$ cat config.mk
export PLATFORM = sky130hd
export DESIGN_NAME = seq_alu
export DESIGN_NICKNAME = d
export VERILOG_FILES = /design/src/rtl/seq_alu_pkg.sv /design/src/rtl/seq_alu_mul.sv /design/src/rtl/seq_alu.sv
export SDC_FILE = /design/constraint.sdc
export NUM_CORES = 1
export LEC_CHECK = 0
export ABC_AREA = 1
export ABC_CLOCK_PERIOD_IN_PS = 2400
export BUFFER_PORTS_ARGS = -buffer_cell sky130_fd_sc_hd__buf_2
export CORE_MARGIN = 2
export CORE_UTILIZATION = 50
export CTS_BUF_LIST = sky130_fd_sc_hd__clkbuf_2 sky130_fd_sc_hd__clkbuf_4 sky130_fd_sc_hd__clkbuf_8
export CTS_CLUSTER_DIAMETER = 80
export DETAILED_ROUTE_END_ITERATION = 10
export PLACE_DENSITY = 0.78
export RECOVER_POWER = 100
export SYNTH_ARGS = -nofsm -noshare
export SYNTH_HDL_FRONTEND = slang
export SYNTH_HIERARCHICAL = 1
export SYNTH_SLANG_ARGS = --single-unit
$ cat constraint.sdc
create_clock -name Clk -period 2.4 [get_ports Clk]
set_clock_uncertainty 0.05 [all_clocks]
set_input_delay 0.12 -clock Clk [delete_from_list [all_inputs] [get_ports Clk]]
set_output_delay 0.12 -clock Clk [all_outputs]
set_load 0.05 [all_outputs]
$ cat src/rtl/seq_alu_pkg.sv
// Shared definitions for seq_alu: opcode mnemonics, FSM states and opcode helpers.
package seq_alu_pkg;

    localparam int OP_W = 4;

    // Codes 0-7 match the legacy 3-bit combinational ALU encodings.
    typedef enum logic [OP_W-1:0] {
        kADD = 4'd0,
        kOR  = 4'd1,
        kXOR = 4'd2,
        kAND = 4'd3,
        kLT  = 4'd4,
        kEQ  = 4'd5,
        kSLL = 4'd6,
        kSRL = 4'd7,
        kSUB = 4'd8,
        kSRA = 4'd9,
        kMUL = 4'd10
    } op_mne;

    typedef enum logic [1:0] {
        IDLE  = 2'd0,
        SHIFT = 2'd1,
        MUL   = 2'd2,
        DONE  = 2'd3
    } alu_state_t;

    function automatic logic is_shift(input logic [OP_W-1:0] op);
        return (op == kSLL) || (op == kSRL) || (op == kSRA);
    endfunction

endpackage

$ cat src/rtl/seq_alu_mul.sv
// Iterative shift-add multiplier: one multiplier bit per cycle, LSB first, low WIDTH bits kept.
module seq_alu_mul #(
    parameter int WIDTH = 8
) (
    input  logic             clk_i,
    input  logic             rst_i,
    input  logic             start_i,
    input  logic [WIDTH-1:0] a_i,
    input  logic [WIDTH-1:0] b_i,
    output logic             done_o,
    output logic [WIDTH-1:0] product_o
);

    localparam int CW = $clog2(WIDTH) + 1;

    logic [WIDTH-1:0] mcand_q, mcand_d;
    logic [WIDTH-1:0] mplier_q, mplier_d;
    logic [WIDTH-1:0] acc_q, acc_d;
    logic [CW-1:0]    cnt_q, cnt_d;

    always_comb begin
        mcand_d  = mcand_q;
        mplier_d = mplier_q;
        acc_d    = acc_q;
        cnt_d    = cnt_q;
        if (start_i) begin
            mcand_d  = a_i;
            mplier_d = b_i;
            acc_d    = '0;
            cnt_d    = CW'(WIDTH);
        end else if (cnt_q != '0) begin
            if (mplier_q[0]) begin
                acc_d = acc_q + mcand_q;
            end
            mcand_d  = {mcand_q[WIDTH-2:0], 1'b0};
            mplier_d = {1'b0, mplier_q[WIDTH-1:1]};
            cnt_d    = cnt_q - CW'(1);
        end
    end

    always_ff @(posedge clk_i or posedge rst_i) begin
        if (rst_i) begin
            mcand_q  <= '0;
            mplier_q <= '0;
            acc_q    <= '0;
            cnt_q    <= '0;
        end else begin
            mcand_q  <= mcand_d;
            mplier_q <= mplier_d;
            acc_q    <= acc_d;
            cnt_q    <= cnt_d;
        end
    end

    // Asserted during the last iteration so the caller leaves its wait state in step.
    assign done_o    = (cnt_q == CW'(1));
    assign product_o = acc_q;

endmodule

$ cat src/rtl/seq_alu.sv
// Clocked valid/ready ALU with iterative shifts and flags.
// Define SEQ_ALU_MUL_EN to compile in the iterative multiplier (opcode 10); otherwise opcode 10 is reserved.
module seq_alu
    import seq_alu_pkg::*;
#(
    parameter int WIDTH = 8
) (
    input  logic             Clk,
    input  logic             Reset,
    input  logic             InValid,
    output logic             InReady,
    input  logic [OP_W-1:0]  OP,
    input  logic [WIDTH-1:0] InputA,
    input  logic [WIDTH-1:0] InputB,
    output logic             OutValid,
    output logic [WIDTH-1:0] Out,
    output logic             Zero,
    output logic             Carry,
    output logic             Neg
);

    localparam int SHW = $clog2(WIDTH);

    alu_state_t       state_q, state_d;
    logic [OP_W-1:0]  op_q, op_d;
    logic [WIDTH-1:0] a_q, a_d;
    logic [WIDTH-1:0] b_q, b_d;
    logic [SHW-1:0]   cnt_q, cnt_d;
    logic [WIDTH-1:0] out_q, out_d;
    logic             carry_q, carry_d;
    logic             valid_q, valid_d;

    op_mne            op_view;
    logic [WIDTH:0]   sum_w;
    logic [WIDTH:0]   diff_w;
    logic [WIDTH-1:0] res_w;
    logic             res_carry_w;
    logic [WIDTH-1:0] shifted_w;

    assign op_view = op_mne'(op_q);

`ifdef SEQ_ALU_MUL_EN
    logic             mul_start_w;
    logic             mul_done_w;
    logic [WIDTH-1:0] product_w;

    seq_alu_mul #(
        .WIDTH(WIDTH)
    ) u_mul (
        .clk_i    (Clk),
        .rst_i    (Reset),
        .start_i  (mul_start_w),
        .a_i      (InputA),
        .b_i      (InputB),
        .done_o   (mul_done_w),
        .product_o(product_w)
    );
`endif

    // Result mux; shifts have already been applied to a_q in place.
    always_comb begin
        sum_w       = {1'b0, a_q} + {1'b0, b_q};
        diff_w      = {1'b0, a_q} - {1'b0, b_q};
        res_w       = '0;
        res_carry_w = 1'b0;
        case (op_view)
            kADD: begin
                res_w       = sum_w[WIDTH-1:0];
                res_carry_w = sum_w[WIDTH];
            end
            kSUB: begin
                res_w       = diff_w[WIDTH-1:0];
                res_carry_w = ~diff_w[WIDTH];
            end
            kOR:  res_w = a_q | b_q;
            kXOR: res_w = a_q ^ b_q;
            kAND: res_w = a_q & b_q;
            kLT:  res_w = {{(WIDTH-1){1'b0}}, (a_q < b_q)};
            kEQ:  res_w = {{(WIDTH-1){1'b0}}, (a_q == b_q)};
            kSLL, kSRL, kSRA: res_w = a_q;
`ifdef SEQ_ALU_MUL_EN
            kMUL: res_w = product_w;
`endif
            default: res_w = '0;
        endcase
    end

    always_comb begin
        shifted_w = a_q;
        case (op_view)
            kSLL:    shifted_w = {a_q[WIDTH-2:0], 1'b0};
            kSRL:    shifted_w = {1'b0, a_q[WIDTH-1:1]};
            kSRA:    shifted_w = {a_q[WIDTH-1], a_q[WIDTH-1:1]};
            default: shifted_w = a_q;
        endcase
    end

    always_comb begin
        state_d = state_q;
        op_d    = op_q;
        a_d     = a_q;
        b_d     = b_q;
        cnt_d   = cnt_q;
        out_d   = out_q;
        carry_d = carry_q;
        valid_d = 1'b0;
`ifdef SEQ_ALU_MUL_EN
        mul_start_w = 1'b0;
`endif
        case (state_q)
            IDLE: begin
                if (InValid) begin
                    op_d = OP;
                    a_d  = InputA;
                    b_d  = InputB;
                    if (is_shift(OP) && (InputB[SHW-1:0] != '0)) begin
                        state_d = SHIFT;
                        cnt_d   = InputB[SHW-1:0];
`ifdef SEQ_ALU_MUL_EN
                    end else if (OP == kMUL) begin
                        state_d     = MUL;
                        mul_start_w = 1'b1;
`endif
                    end else begin
                        state_d = DONE;
                    end
                end
            end
            SHIFT: begin
                a_d   = shifted_w;
                cnt_d = cnt_q - SHW'(1);
                if (cnt_q == SHW'(1)) begin
                    state_d = DONE;
                end
            end
`ifdef SEQ_ALU_MUL_EN
            MUL: begin
                if (mul_done_w) begin
                    state_d = DONE;
                end
            end
`endif
            DONE: begin
                out_d   = res_w;
                carry_d = res_carry_w;
                valid_d = 1'b1;
                state_d = IDLE;
            end
            default: state_d = IDLE;
        endcase
    end

    always_ff @(posedge Clk or posedge Reset) begin
        if (Reset) begin
            state_q <= IDLE;
            op_q    <= '0;
            a_q     <= '0;
            b_q     <= '0;
            cnt_q   <= '0;
            out_q   <= '0;
            carry_q <= 1'b0;
            valid_q <= 1'b0;
        end else begin
            state_q <= state_d;
            op_q    <= op_d;
            a_q     <= a_d;
            b_q     <= b_d;
            cnt_q   <= cnt_d;
            out_q   <= out_d;
            carry_q <= carry_d;
            valid_q <= valid_d;
        end
    end

    // Zero and Neg follow Out, which only changes alongside OutValid.
    assign InReady  = (state_q == IDLE);
    assign OutValid = valid_q;
    assign Out      = out_q;
    assign Carry    = carry_q;
    assign Zero     = (out_q == '0);
    assign Neg      = out_q[WIDTH-1];

endmodule

# [After elaboration in Yosys (flattened, before gate mapping)]
# Cells that the tools add are included.
# Widths: inputs -> output; s select.
[op_classes] n_bitwise=4 n_lt_le_gt_ge=1 eq_ne=22 addsub=3 muxes=13 reduce_logical=14
[op_table] operator="$pmux 8 s8" count=1
[op_table] operator="$eq 4x3->1 const B" count=6
[op_table] operator="$pmux 8 s3" count=1
[op_table] operator="$pmux 8 s2" count=1
[op_table] operator="$eq 4x4->1 const B" count=3
[op_table] operator="$add 8x8->9" count=1
[op_table] operator="$sub 8x8->9" count=1
[op_table] operator="$and 8x8->8" count=1
[op_table] operator="$eq 4x2->1 const B" count=2
[op_table] operator="$eq 8x8->1" count=1
[op_table] operator="$logic_not 8->1" count=1
[op_table] operator="$lt 8x8->1" count=1
[op_table] operator="$mux 8" count=1
[op_table] operator="$or 8x8->8" count=1
[op_table] operator="$xor 8x8->8" count=1
[op_table] operator="$mux 2" count=3
[op_table] operator="$mux 3" count=2
[op_table] operator="$ne 2x2->1 const B" count=3
[op_table] operator="$pmux 3 s2" count=1
[op_table] operator="$reduce_and 3->1" count=2
[op_table] operator="$eq 4x1->1 const B" count=1
[op_table] operator="$logic_not 4->1" count=1
[op_table] operator="$ne 4x1->1 const B" count=1
[op_table] operator="$pmux 2 s2" count=1
[op_table] operator="other kinds (17)" count=19
[word_totals] ff_bits=35 input_bits=23

# [Longest topological paths before layout]
# Gate-level depths: netlist (run 1).
[logic_depth] depth_word=7 ltp_mapped=13

# [Least setup slack after synthesis (run 1)]
# No wires, ideal clock.
[synth_path] path_type="register to output" start="reg out_q[4], in the netlist Out[4]" end="out Zero" required_ps=2230 path_slack_ps=-349 stages_incl_launch_ff=3 arrival_ps=2579 cell_sequence="dfrtp_1 > or4_1 > nor4_1"
[synth_between] elab_chain_cells=1
[synth_lines] element="start, declared" line_no="seq_alu.sv:29" rtl="logic [WIDTH-1:0] out_q, out_d;"
[synth_lines] element="start signal, assigned" line_no="seq_alu.sv:169" rtl="out_q <= out_d;"
[synth_lines] element="$logic_not 8->1" line_no="seq_alu.sv:180" rtl="assign Zero = (out_q == '0);"
[synth_lines] element="end, declared" line_no="seq_alu.sv:17" rtl="output logic Zero,"
# No other way between the ends.

# [Final worst setup path (run 1)]
[layout_path] start="reg a_q[1]" end="reg out_q[6], in the netlist Out[6]"
[layout_between] elab_chain_cells=2 elab_cells_between_ends=3 cone_classes="add/sub (2); mux (1)"
[layout_lines] element="start, declared" line_no="seq_alu.sv:26" rtl="logic [WIDTH-1:0] a_q, a_d;"
[layout_lines] element="start signal, assigned" line_no="seq_alu.sv:157" rtl="a_q <= '0;"
[layout_lines] element="start signal, assigned" line_no="seq_alu.sv:166" rtl="a_q <= a_d;"
[layout_lines] element="$sub 8x8->9 or $add 8x8->9 (tied branches)" line_no="seq_alu.sv:63, seq_alu.sv:62"
[layout_lines] element="$pmux 8 s8 (*)" line_no="seq_alu.sv:66" rtl="case (op_view)"
# Every way passes the cells marked *; elsewhere a longest branch is shown, timed or not.
# A chain may end at the register's enable or synchronous reset.

==> results of run 1 <==
-- worst reg2reg max path, stage by stage (launching register included) --
cell and delay, ns:
dfrtp_1 0.51, inv_1 0.18, fa_1 0.46, inv_1 0.07
nand2_1 0.08, nand3_1 0.08, nand3_1 0.11, nand2_1 0.08
nand2_1 0.06, nand3_1 0.09, nand3_1 0.08, nand2_1 0.06
nand2_1 0.05
-- worst paths after layout --
check,start,slack [ns],end
worst max-delay path,a_q[1],0.33,Out[6]
min in group asynchronous,Reset,0.58,OutValid
worst min-delay path,InputB[4],0.02,b_q[4]
worst max register to register,a_q[1],0.33,Out[6]
worst min register to register,cnt_q[1],0.45,cnt_q[1]
max in group asynchronous,Reset,1.16,b_q[5]
-- area by class of cell --
class	count	area (um2)	area share, %
clock buffer	5	68.8	2.14
clock inverter	3	43.8	1.36
inverter	64	240	7.48
multi-input combinational	305	1700	53.0
sequential	35	876	27.3
tap	72	90.1	2.80
timing repair buffer	40	193	6.00
-- sequential cells by signal, summed over array words and instances (netlist names) --
| register | flops |
|---|---|
| Out | 8 |
| b_q | 8 |
| cnt_q | 3 |
| a_q | 8 |
| op_q | 4 |
| Carry | 1 |
| state_q | 2 |
| OutValid | 1 |
-- synthesized netlist by cell type --
master     count  area share, %
a21oi_1       33            5.8
nand4_1       10            2.2
dfrtp_1       35             31
and2_1         1           0.22
inv_2          5           0.65
a22oi_2        1           0.44
nor2_1        38            5.0
a21oi_2        4            1.2
fa_1           2            1.4
nor2_4         1           0.39
o22ai_1        7            1.5
buf_2          5           0.87
o21ai_0       21            3.7
nand2_1       99             13
nand2_2        1           0.22
xor2_1         1           0.31
clkbuf_1       2           0.26
o2111ai_1      1           0.31
o21ai_4        1           0.57
nand3_2        3            1.0
nand3b_1       2           0.52
nor3_2         1           0.35
a31oi_1        1           0.22
ha_1          27             12
nor3_1         1           0.17
or4_1          1           0.26
buf_6          1           0.39
nand3_1       32            5.6
inv_1         59            7.7
o21ai_1        7            1.2
o31ai_1        2           0.52
buf_4          1           0.26
nor2_2         3           0.65
nor4_1         2           0.44
o211ai_1       1           0.26
or2_2          1           0.22
-- metrics by stage --
stage / worst slack (ns) / hold slack [ns] / instance area, um2 / util [%] / std cells
4_1_cts: 0.367 / 0.0254 / 3240 / 58.5 / 524
3_5_place_dp: 0.406 / 0.197 / 3120 / 56.3 / 515
3_3_place_gp: 0.415 / 0.193 / 3120 / 56.3 / 515
2_1_floorplan: 0.223 / 0.224 / 2880 / - / 413
5_1_grt: 0.104 / 0.0452 / 3210 / 58.0 / 524
6_report: 0.328 / 0.0228 / 3210 / 58.0 / 524
-- per-layer routing --
metal / global-route usage [%] / vias to the layer above / wire length, um
li1: - / 1417 / -
met1: 34.6 / 1276 / 3390
met2: 40.2 / 102 / 3400
met3: 4.41 / 10 / 466
met4: 5.59 / 0 / 94
met5: 0 / - / 0
-- cell families after synthesis --
logic type	count (synthesis)	share of synthesized area (%)
AO/OA/AOI/OAI	79	15.7
XOR/XNOR	1	0.305
AND/OR/NAND/NOR	196	30.2
adder cells (fa/ha/maj)	29	13.2
flip-flops	35	30.5
buffers and inverters	73	10.2
==> metrics.md, run 1 <==
| Metric | Value |
|---|---|
| Status | `finished, final reports clean` |
| Residual DRC | `0` |
| FILL cells | `556` |
| Port Buf Inserts | `35` |
| Worst slew pin tran | `0.902 ns` |
| CP Capture Type | `flip-flop` |
| Count of mapped cells out of synthesis | `413` |
| Clock Latency Late Sink | `approximately 0.29 ns` |
| Minimum clock period | `around 2.1 ns` |
| RSZ-0062 raised after global routing | `no` |
| Worst path most repeated cell | `nand2_1` |
| Initial Util | `a little over 50%` |
| IO Count | `36` |
| Root Driver | `clkbuf_8` |
| Synthesized area | `2870 um2` |
| Most common cell after layout, fill and taps aside | `nand2_1` |
| Via/cell ratio | `5.35` |
| Worst Hold Class | `primary input to flip-flop` |
| Highest clock rate | `between 400 and 500 MHz` |
| Syn avg cell area | `6.95 um2` |
| Nets | `503` |
| Syn Nets | `465` |
| Drt total wl | `around 7400 um` |
| DIE WIDTH | `around 80 um` |
| DIE HEIGHT | `79.8 um` |
| CP startpoint kind | `flip-flop` |
| Crit-path cells | `inv_1 > fa_1 > inv_1 > nand2_1 > nand3_1 > nand3_1 > nand2_1 > nand2_1 > nand3_1 > nand3_1 > nand2_1 > nand2_1` |
| Largest net degree at the start of global routing | `36` |
| DR iter-0 viols | `254` |
| Max FO, Critical Path | `8` |
| Reg clk slew, reported paths | `around 0.080 ns` |
| Clock buffer depth | `2` |
| Final Cycle Share | `86.3%` |
| Yosys warns | `6` |
| Crit-path slowest cell | `dfrtp_1` |
| GP Congestion | `0.961` |
| FF+latch count, synth | `35` |
| CP max stage delay | `between 0.5 and 0.6 ns` |
| Commonest non-fill, non-tap cells in the layout | `99 x nand2_1, 60 x inv_1, 39 x nor2_1` |
| Clock Sinks | `35` |
| Vias in the first global route | `about 2700` |
| Post-CTS setup buffer count | `0` |
| FP Rows | `27` |
| DIE AREA | `6360 um2` |
| CTS tree | `built` |
| Worst reg2reg path depth | `12` |
| Top delay family on crit path | `simple AND/OR/NAND/NOR gates` |
| CP arrival | `2.20 ns` |
| Hold_buf cts | `1` |
| Hold Path Stages | `3` |
| Area Overhead vs Synth | `11.9%` |
| Synth cell types | `36` |
| Total CTS buffers | `5` |
| First-pass GRT wire length | `12400 um` |
| Detailed Place HPWL | `5730 um` |
| Slew HR | `39.9%` |
| Fin. max-slew vios | `0` |
| WL per Instance | `14.0 um` |
| Worst EP required | `2.53 ns` |
| Share of layout cells above drive strength 1 | `11.7%` |
| Antenna fix cells | `0` |
| Routed Antenna Nets | `0` |
| Fin. Hold Viols | `0` |
| Detailed-route via count | `2805` |
| GRT overflow | `0` |
| Initial antenna violation count | `0` |
| Stages on the worst setup path | `12` |
| Core Box Area | `5540 um2` |
| GRT Resource Usage Total | `24.8%` |
| CP Class | `flip-flop to flip-flop` |
| Register area share after synthesis | `30.5%` |
| Setup violators final | `0` |
| DRT Pass-1 Iters | `6` |
| Worst Path Buf+Inv | `2` |
| PostCTS Resize Cnt | `0` |
| Setup TNS | `0 ns` |
| # H-tree levels | `2` |
| Max cap viols | `0` |
Power of run 1 is left out: the tool's default activity adds up to more than one toggle a clock period on the data nets, which glitch-free logic cannot reach.
==> run 2: changes to the inputs <==
--- a/config.mk
+++ b/config.mk
@@ -7,13 +7,13 @@
 export LEC_CHECK = 0
 export ABC_AREA = 1
 export ABC_CLOCK_PERIOD_IN_PS = 2400
-export BUFFER_PORTS_ARGS = -buffer_cell sky130_fd_sc_hd__buf_2
 export CORE_MARGIN = 2
 export CORE_UTILIZATION = 50
 export CTS_BUF_LIST = sky130_fd_sc_hd__clkbuf_2 sky130_fd_sc_hd__clkbuf_4 sky130_fd_sc_hd__clkbuf_8
 export CTS_CLUSTER_DIAMETER = 80
 export DETAILED_ROUTE_END_ITERATION = 10
-export PLACE_DENSITY = 0.78
+export DONT_BUFFER_PORTS = 1
+export PLACE_DENSITY = 0.73
 export RECOVER_POWER = 100
 export SYNTH_ARGS = -nofsm -noshare
 export SYNTH_HDL_FRONTEND = slang
==> metrics.md, run 2 (synthesis results as in run 1) <==
| Metric | Value |
|---|---|
| CP Class | `flip-flop to primary output` |
| Crit-path cells | `or4_1 > nor4_2 > clkbuf_2` |
| DRT Pass-1 Iters | `4 (-2)` |
| Worst slew pin tran | `1.22 ns (+0.317 ns)` |
| Crit-path slowest cell | `or4_1` |
| CP arrival | `1.98 ns (-0.22 ns)` |
| Via/cell ratio | `5.42 (+1.2%)` |
| Worst Path Buf+Inv | `1 (-1)` |
| CP Capture Type | `primary output` |
| Worst EP required | `2.23 ns (-0.30 ns)` |
| # H-tree levels | `2 (unchanged)` |
| Hold_buf cts | `20 (+19)` |
| Highest clock rate | `465 MHz (-3.6%)` |
| Detailed Place HPWL | `5840 um (+1.8%)` |
| Clock Latency Late Sink | `0.31 ns (+0.02 ns)` |
| DIE HEIGHT | `79.8 um (unchanged)` |
| RSZ-0062 raised after global routing | `no` |
| Antenna fix cells | `0 (unchanged)` |
| Drt total wl | `7680 um (+4.5%)` |
| Most common cell after layout, fill and taps aside | `nand2_1` |
| Initial antenna violation count | `0 (unchanged)` |
| DIE AREA | `6360 um2 (unchanged)` |
| Reg clk slew, reported paths | `0.08 ns (about the same)` |
| Clock Sinks | `35 (unchanged)` |
| Final Cycle Share | `89.5% (+3.2 points)` |
| Vias in the first global route | `2610 (-2.2%)` |
| GRT overflow | `0 (unchanged)` |
| Clock buffer depth | `2 (unchanged)` |
| Hold WS | `0.00798 ns (-0.0148 ns)` |
| Initial Util | `51.8% (unchanged)` |
| Largest net degree at the start of global routing | `36 (unchanged)` |
| CTS tree | `built` |
| GRT Resource Usage Total | `25.7% (+0.93 points)` |
| DIE WIDTH | `79.8 um (unchanged)` |
| Port Buf Inserts | `0 (-100%)` |
| Core Box Area | `5540 um2 (unchanged)` |
| Slew HR | `18.7% (-21 points)` |
| Minimum clock period | `2.15 ns (+0.0763 ns)` |
| Root Driver | `clkbuf_8` |
| Fin. Hold Viols | `0 (unchanged)` |
| Area Overhead vs Synth | `13.0%` |
| GP Congestion | `1.04 (+8.4%)` |
| First-pass GRT wire length | `12600 um (+1.6%)` |
| Commonest non-fill, non-tap cells in the layout | `99 x nand2_1, 61 x inv_1, 39 x nor2_1` |
| Top delay family on crit path | `simple AND/OR/NAND/NOR gates` |
| Post-CTS setup buffer count | `0 (unchanged)` |
| Max FO, Critical Path | `3 (-5)` |
| DR iter-0 viols | `279 (+9.8%)` |
| Share of layout cells above drive strength 1 | `7.27% (-4.5 points)` |
| Worst Hold Class | `primary input to flip-flop` |
| Fin. max-slew vios | `0 (unchanged)` |
| Setup violators final | `0 (unchanged)` |
| Routed Antenna Nets | `0 (unchanged)` |
| FP Rows | `27 (unchanged)` |
| Total CTS buffers | `5 (unchanged)` |
| Residual DRC | `0 (unchanged)` |
| Setup TNS | `0 ns (unchanged)` |
| IO Count | `36 (unchanged)` |
| PostCTS Resize Cnt | `0 (unchanged)` |
| Max cap viols | `0 (unchanged)` |
| WL per Instance | `15.0 um (+6.9%)` |
| CP max stage delay | `0.62 ns (+0.11 ns)` |
| CP startpoint kind | `flip-flop` |
| Detailed-route via count | `2774 (-1.1%)` |
| Status | `finished, final reports clean` |
| Nets | `491 (-2.4%)` |
## run 2: cell count changes in the layout (fill, tap and decap cells not counted), sizes merged
cell | before | now
dlygate4sd3 | 1 | 20
clkinv | 2 | 0
inv | 64 | 65
bufinv | 1 | 0
clkbuf | 20 | 9
buf | 24 | 4
clkinvlp | 0 | 2
## run 2: final cells by class
cell class / count / area, um2
Clock buffer: 5 / 68.8
Tap cell: 72 / 90.1
Sequential cell: 35 / 876
Timing Repair Buffer: 28 / 248
Clock inverter: 3 / 23.8
Inverter: 64 / 240
Multi-Input combinational cell: 305 / 1700
Fill cell: 541 / 2300
## run 2: path summary, 6_finish.rpt
| kind | cells past startpoint | endpoint | start | slack (ns) |
|---|---|---|---|---|
| min reg2reg | 2 | cnt_q[1] | cnt_q[1] | 0.47 |
| max | 3 | Zero | Out[4] | 0.25 |
| min | 3 | state_q[1] | InputB[1] | 0.008 |
| max reg2reg | 12 | Out[4] | a_q[1] | 0.31 |
| max in group asynchronous | 3 | b_q[4] | Reset | 1.26 |
| min in group asynchronous | 3 | Out[7] | Reset | 0.47 |
## run 2: through the flow
stage	instance area [um2]	std cells	setup WS, ns	utilization (%)
final	3240	512	0.252	58.6
after global routing	3240	512	0.0806	58.6
after CTS	3270	512	0.301	59.0
after detailed placement	2980	484	0.332	53.7
after global placement	2980	484	0.365	53.7
after floorplan	2880	413	0.223	-
## run 2: worst reg2reg max path, stage by stage (launching register included)
cell     delay, ns
dfrtp_1       0.53
inv_1         0.19
fa_1          0.47
inv_1         0.07
nand2_1       0.08
nand2_1       0.07
nand2_1       0.06
nand2_1       0.11
nand2_1       0.06
nand3_1       0.07
nand4_1       0.09
nand2_1       0.08
nand2_1       0.05
## run 2: routing by layer
metal	track usage, %	share of wire, %	routed length (um)
met5	0	0	0
met4	8.14	1.7	128
met3	4.64	7.5	574
met2	40.5	46	3510
met1	35.9	45	3470
Power of run 2 is left out for the same reason.
